<file path="src/rtl/qed_regfile.sv">
// Register file split into original/duplicate halves with SQED commit tracking; QED_FULL_CHECK_EN compares every pair, else only (1, H+1).
// Latency: writes land on the next edge (core read ports bypass same-cycle core writes); qed_err_o rises one edge after a mismatch.
// Backpressure: none; core write wins over a same-cycle debug write, which is dropped.
module qed_regfile #(
   parameter int XLEN  = 32,
   parameter int NREGS = 32,
   parameter int NRD   = 2,
   parameter int CNT_W = 16,
   parameter int AW    = $clog2(NREGS)
) (
   input  logic                 clk,
   input  logic                 rst,
   input  logic                 we_i,
   input  logic [AW-1:0]        waddr_i,
   input  logic [XLEN-1:0]      wdata_i,
   input  logic                 qed_vld_i,
   input  logic                 dbg_we_i,
   input  logic [AW-1:0]        dbg_addr_i,
   input  logic [XLEN-1:0]      dbg_wdata_i,
   output logic [XLEN-1:0]      dbg_rdata_o,
   input  logic [NRD*AW-1:0]    raddr_i,
   output logic [NRD*XLEN-1:0]  rdata_o,
   output logic [CNT_W-1:0]     orig_cnt_o,
   output logic [CNT_W-1:0]     dup_cnt_o,
   output logic                 qed_ready_o,
   output logic [1:0]           qed_state_o,
   output logic                 qed_err_o
);

   localparam int H = NREGS / 2;

   typedef enum logic [1:0] {
      S_IDLE  = 2'd0,
      S_TRACK = 2'd1,
      S_FAIL  = 2'd2,
      S_OVF   = 2'd3
   } state_t;

   logic [XLEN-1:0]  regs [NREGS];
   state_t           state;
   logic             err_q;
   logic [CNT_W-1:0] orig_cnt, dup_cnt;

   logic core_wr, dbg_wr, commit, dup_commit, at_max;
   logic qed_ready, pair_diff, mismatch;

   function automatic logic is_zero_addr(input logic [AW-1:0] a);
      return (a == '0) || (a == AW'(H));
   endfunction

   assign core_wr    = we_i & ~is_zero_addr(waddr_i);
   assign dbg_wr     = dbg_we_i & ~is_zero_addr(dbg_addr_i) & ~core_wr;
   assign commit     = core_wr & qed_vld_i;
   assign dup_commit = (waddr_i >= AW'(H));
   assign at_max     = dup_commit ? (dup_cnt == {CNT_W{1'b1}}) : (orig_cnt == {CNT_W{1'b1}});

   always_ff @(posedge clk) begin
      if (rst) begin
         for (int i = 0; i < NREGS; i++) regs[i] <= '0;
      end else if (core_wr) begin
         regs[waddr_i] <= wdata_i;
      end else if (dbg_wr) begin
         regs[dbg_addr_i] <= dbg_wdata_i;
      end
   end

   for (genvar k = 0; k < NRD; k++) begin : g_rd
      logic [AW-1:0] a;
      assign a = raddr_i[k*AW +: AW];
      assign rdata_o[k*XLEN +: XLEN] = is_zero_addr(a)          ? '0      :
                                       (we_i && a == waddr_i)   ? wdata_i :
                                                                  regs[a];
   end

   assign dbg_rdata_o = regs[dbg_addr_i];

`ifdef QED_FULL_CHECK_EN
   always_comb begin
      pair_diff = 1'b0;
      for (int i = 1; i < H; i++) begin
         if (regs[i] != regs[i+H]) pair_diff = 1'b1;
      end
   end
`else
   assign pair_diff = (regs[1] != regs[H+1]);
`endif

   assign qed_ready = (orig_cnt == dup_cnt) & (orig_cnt != '0) & (state != S_OVF);
   assign mismatch  = qed_ready & pair_diff;

   // Counters stop at max: in TRACK that is the OVF transition, in FAIL plain saturation.
   always_ff @(posedge clk) begin
      if (rst) begin
         state    <= S_IDLE;
         err_q    <= 1'b0;
         orig_cnt <= '0;
         dup_cnt  <= '0;
      end else begin
         if (commit && !at_max && state != S_OVF) begin
            if (dup_commit) dup_cnt  <= dup_cnt + CNT_W'(1);
            else            orig_cnt <= orig_cnt + CNT_W'(1);
         end
         case (state)
            S_IDLE: if (commit) state <= S_TRACK;
            S_TRACK: begin
               if (mismatch) begin
                  state <= S_FAIL;
                  err_q <= 1'b1;
               end else if (commit && at_max) begin
                  state <= S_OVF;
               end
            end
            default: ;
         endcase
      end
   end

   assign orig_cnt_o  = orig_cnt;
   assign dup_cnt_o   = dup_cnt;
   assign qed_ready_o = qed_ready;
   assign qed_state_o = state;
   assign qed_err_o   = err_q;

endmodule

</file>
<file path="config.mk">
export PLATFORM = sky130hd
export DESIGN_NAME = qed_regfile
export DESIGN_NICKNAME = d
export VERILOG_FILES = /design/src/rtl/qed_regfile.sv
export SDC_FILE = /design/constraint.sdc
export NUM_CORES = 2
export LEC_CHECK = 0
export ABC_CLOCK_PERIOD_IN_PS = 3390
export CORE_MARGIN = 2
export CORE_UTILIZATION = 50
export DETAILED_ROUTE_END_ITERATION = 8
export HOLD_SLACK_MARGIN = 0.1
export PLACE_DENSITY = 0.73
export SKIP_CTS_REPAIR_TIMING = 1
export SYNTH_ARGS = -nofsm -noshare
export SYNTH_HDL_FRONTEND = slang
export SYNTH_SLANG_ARGS = --single-unit
</file>
<file path="constraint.sdc">
create_clock -name clk -period 3.39 [get_ports clk]
set_input_delay 0.5085 -clock clk [delete_from_list [all_inputs] [get_ports clk]]
set_output_delay 0.5085 -clock clk [all_outputs]
set_load 0.005 [all_outputs]
</file>
==> results.sh <==
export IMPL_status="finished, violations left"
export IMPL_violations="negative setup slack"
export IMPL_critPathCaptureType="output port"
export IMPL_grt_pass1_vias=45900
export IMPL_initial_core_util=0.503
export IMPL_p_seq_frac=0.447
export IMPL_path_clk_slew_ps=70
export IMPL_p_int_mw=25.8
export IMPL_post_dp_cell_area_um2=71800
export IMPL_p_sw_frac=0.268
export IMPL_cts_tree="built"
export IMPL_coreArea_um2=124000
export IMPL_ir_drop_mv=0.437
export IMPL_cts_sinks=1059
export IMPL_hold_path_depth=2
export IMPL_ff2ff_path_depth=7
export IMPL_firstDrtPassIters=8
export IMPL_crit_family="multiplexers"
export IMPL_fmax_mhz=287
export IMPL_p_leak_nw=26.8
export IMPL_busiest_layer="met2"
export IMPL_drt_iter0_markers=9174
export IMPL_place_gp_congestion=0.975
export IMPL_yosys_top_cells_count="nor2_1, edfxtp_1, mux4_2, clkbuf_1, nand2_1"
export IMPL_p_total_mw=35.2
export IMPL_fin_util=0.623
export IMPL_rows=129
export IMPL_nFillCells=8814
export IMPL_met1_usage=0.480
export IMPL_drive_above_1_share=0.386
export IMPL_synth_edf_count=1024
export IMPL_wire_per_inst_um=37.7
export IMPL_crit_top_cell="mux4_2"
export IMPL_hold_start="qed_err_o"
export IMPL_grt_setup_unrepaired="true"
export IMPL_cp_required_ps=2880
export IMPL_portBuffers=220
export IMPL_critPathBufInv=2
export IMPL_maxCapViolCount=0
export IMPL_final_setup_viol_count=7
export IMPL_htree_levels=3
export IMPL_gr_total_overflow=0
export IMPL_slew_headroom=0.275
export IMPL_cp_slowest_cell="mux4_2"
export IMPL_synth_top_cell_by_area="edfxtp_1"
export IMPL_path_cells="mux4_2 > mux4_2 > o211ai_1 > buf_4 > nand2_1 > clkbuf_2"
export IMPL_met3_usage=0.152
export IMPL_grt_first_pass_wirelength_mm=337
export IMPL_async_flop_share=0
export IMPL_area_growth_pct=23.9
export IMPL_grt_max_degree=131
export IMPL_avgSynthCellArea_um2=14.8
export IMPL_worst_slack_ps=-94.5
export IMPL_startpoint_type="register"
export IMPL_synth_flop_cell="edfxtp_1"
export IMPL_drc_errors=0
export IMPL_multi_input_area_um2=29600
export IMPL_pre_cts_ws_ps=-485
export IMPL_hpwl_mm=159
export IMPL_routed_via_density=7.32
export IMPL_hold_class="reg -> reg"
export IMPL_p_clk_frac=0.362
export IMPL_tightest_slew_ps=1070
export IMPL_final_max_slew_violation_count=0
export IMPL_synth_cells=4219
export IMPL_synth_area_um2=62200
export IMPL_die_x_um=357
export IMPL_clk_path_buf_depth=3
export IMPL_ant_nets=0
export IMPL_reg2reg_to="qed_err_o"
export IMPL_tns_ps=-268
export IMPL_yosys_top_cells_area="edfxtp_1, mux4_2, nor2_1"
export IMPL_pwr_density_cell_nw_per_um2=457
export IMPL_synth_top_area_frac=0.494
export IMPL_cp_slowest_stage_delay_ps=500
export IMPL_yosys_register_bits=1059
export IMPL_yosys_warnings=0
export IMPL_rrSetupSlack_ps=410
export IMPL_crit_type="reg -> out"
export IMPL_synth_most_common_cell="nor2_1"
export IMPL_skew_ps=33.6
export IMPL_reg2reg_from="regs[1][16]"
export IMPL_finalCritPeriodShare=1.03
export IMPL_drt_wl_total_mm=246
export IMPL_met2_usage=0.548
export IMPL_synth_cell_types=51
export IMPL_power_frac_comb=0.191
export IMPL_cts_root_buffer="clkbuf_16"
export IMPL_cp_max_fo=3
export IMPL_numCtsBuffers=112
export IMPL_finalHoldViolCount=0
export IMPL_insertion_delay_ps=770
export IMPL_final_nets=4877
export IMPL_grt_total_usage=0.380
export IMPL_num_io_pins=221
export IMPL_p_switching_mw=9.43
export IMPL_routed_via_count=47800
export IMPL_synth_sequential_area_ratio=0.505
export IMPL_dieArea_um2=127000
export IMPL_timing_final_crit_period_ps=3480
export IMPL_hold_path_end="qed_err_o"
export IMPL_final_seq_area_um2=31500
export IMPL_crit_arrival_ps=2980
export IMPL_fin_area_um2=77100
export IMPL_antenna_found_initial=9
export IMPL_die_h_um=357
==> stage by stage <==
step	instances	hold WS [ps]
finish	6525	460
global route	6520	467
CTS	6396	454
detailed placement	6184	442
global placement	6184	440
floorplan	4282	442
==> final cells by class <==
| type | instances | area share |
|---|---|---|
| Multi-Input combinational cell | 2736 | 0.384 |
| Sequential cell | 1059 | 0.408 |
| Clock inverter | 78 | 0.0106 |
| Antenna cell | 5 | 0.000162 |
| Tap cell | 1637 | 0.0266 |
| Clock buffer | 134 | 0.0378 |
| Inverter | 9 | 0.000438 |
| Timing Repair Buffer | 867 | 0.133 |
==> sequential cells by signal (all words and copies together), names as in the netlist <==
name / cells
regs: 1024
dup_cnt_o: 16
orig_cnt_o: 16
qed_state_o: 2
qed_err_o: 1
==> worst register-to-register path, stage by stage (launching register included) <==
cell	delay [ps]
edfxtp_1	480
buf_4	190
xnor2_1	660
nand4_1	360
nor4_1	460
nand2_1	360
nand3_1	220
a21oi_1	80
==> cells in the final DEF (no fill, tap or decap), drive strengths merged, types with 64 or more instances in the layout <==
cell           instances
dlymetal6s2s          93
xnor2                 73
clkdlybuf4s50        105
clkbuf               145
nand2                183
buf                  658
conb                  64
nor2                1060
mux4                 894
o22ai                124
edfxtp              1024
==> how the worst max path moves through the flow <==
| stage | from | to | slack (ps) | cells past startpoint |
|---|---|---|---|---|
| after floorplan | waddr_i[1] | regs[14][0] | 120 | 8 |
| after global placement | waddr_i[4] | rdata_o[50] | -460 | 10 |
| after detailed placement | waddr_i[4] | rdata_o[50] | -490 | 10 |
| after CTS | waddr_i[4] | rdata_o[50] | -500 | 10 |
| after global routing | regs[2][18] | rdata_o[50] | -140 | 6 |
| final | regs[17][21] | rdata_o[53] | -90 | 6 |
==> power groups by stage <==
stage / logic (mW) / registers, mW / clock network, mW
global placement: 6.36 / 15.9 / 0
finish: 6.74 / 15.7 / 12.8
global route: 6.87 / 15.8 / 13.2
detailed placement: 6.42 / 16.0 / 0
CTS: 6.45 / 15.7 / 12.7
floorplan: 3.56 / 15.7 / 0
==> cell families after synthesis <==
| logic type | Yosys count | synth area share |
|---|---|---|
| other cells | 1 | 0.0000603 |
| compound gates | 228 | 0.0246 |
| fa+ha+maj | 3 | 0.000603 |
| simple gates | 1392 | 0.0902 |
| mux | 964 | 0.335 |
| buf+inv | 487 | 0.0317 |
| flops | 1059 | 0.505 |
| xor+xnor | 85 | 0.0120 |
==> metal layers <==
| metal | vias to the layer above | routed length (um) |
|---|---|---|
| met3 | 1116 | 44900 |
| met4 | 17 | 19600 |
| met2 | 5215 | 107000 |
| met1 | 23600 | 74600 |
| li1 | 17800 | - |
| met5 | - | 328 |
(Power assumes the default switching activity.)
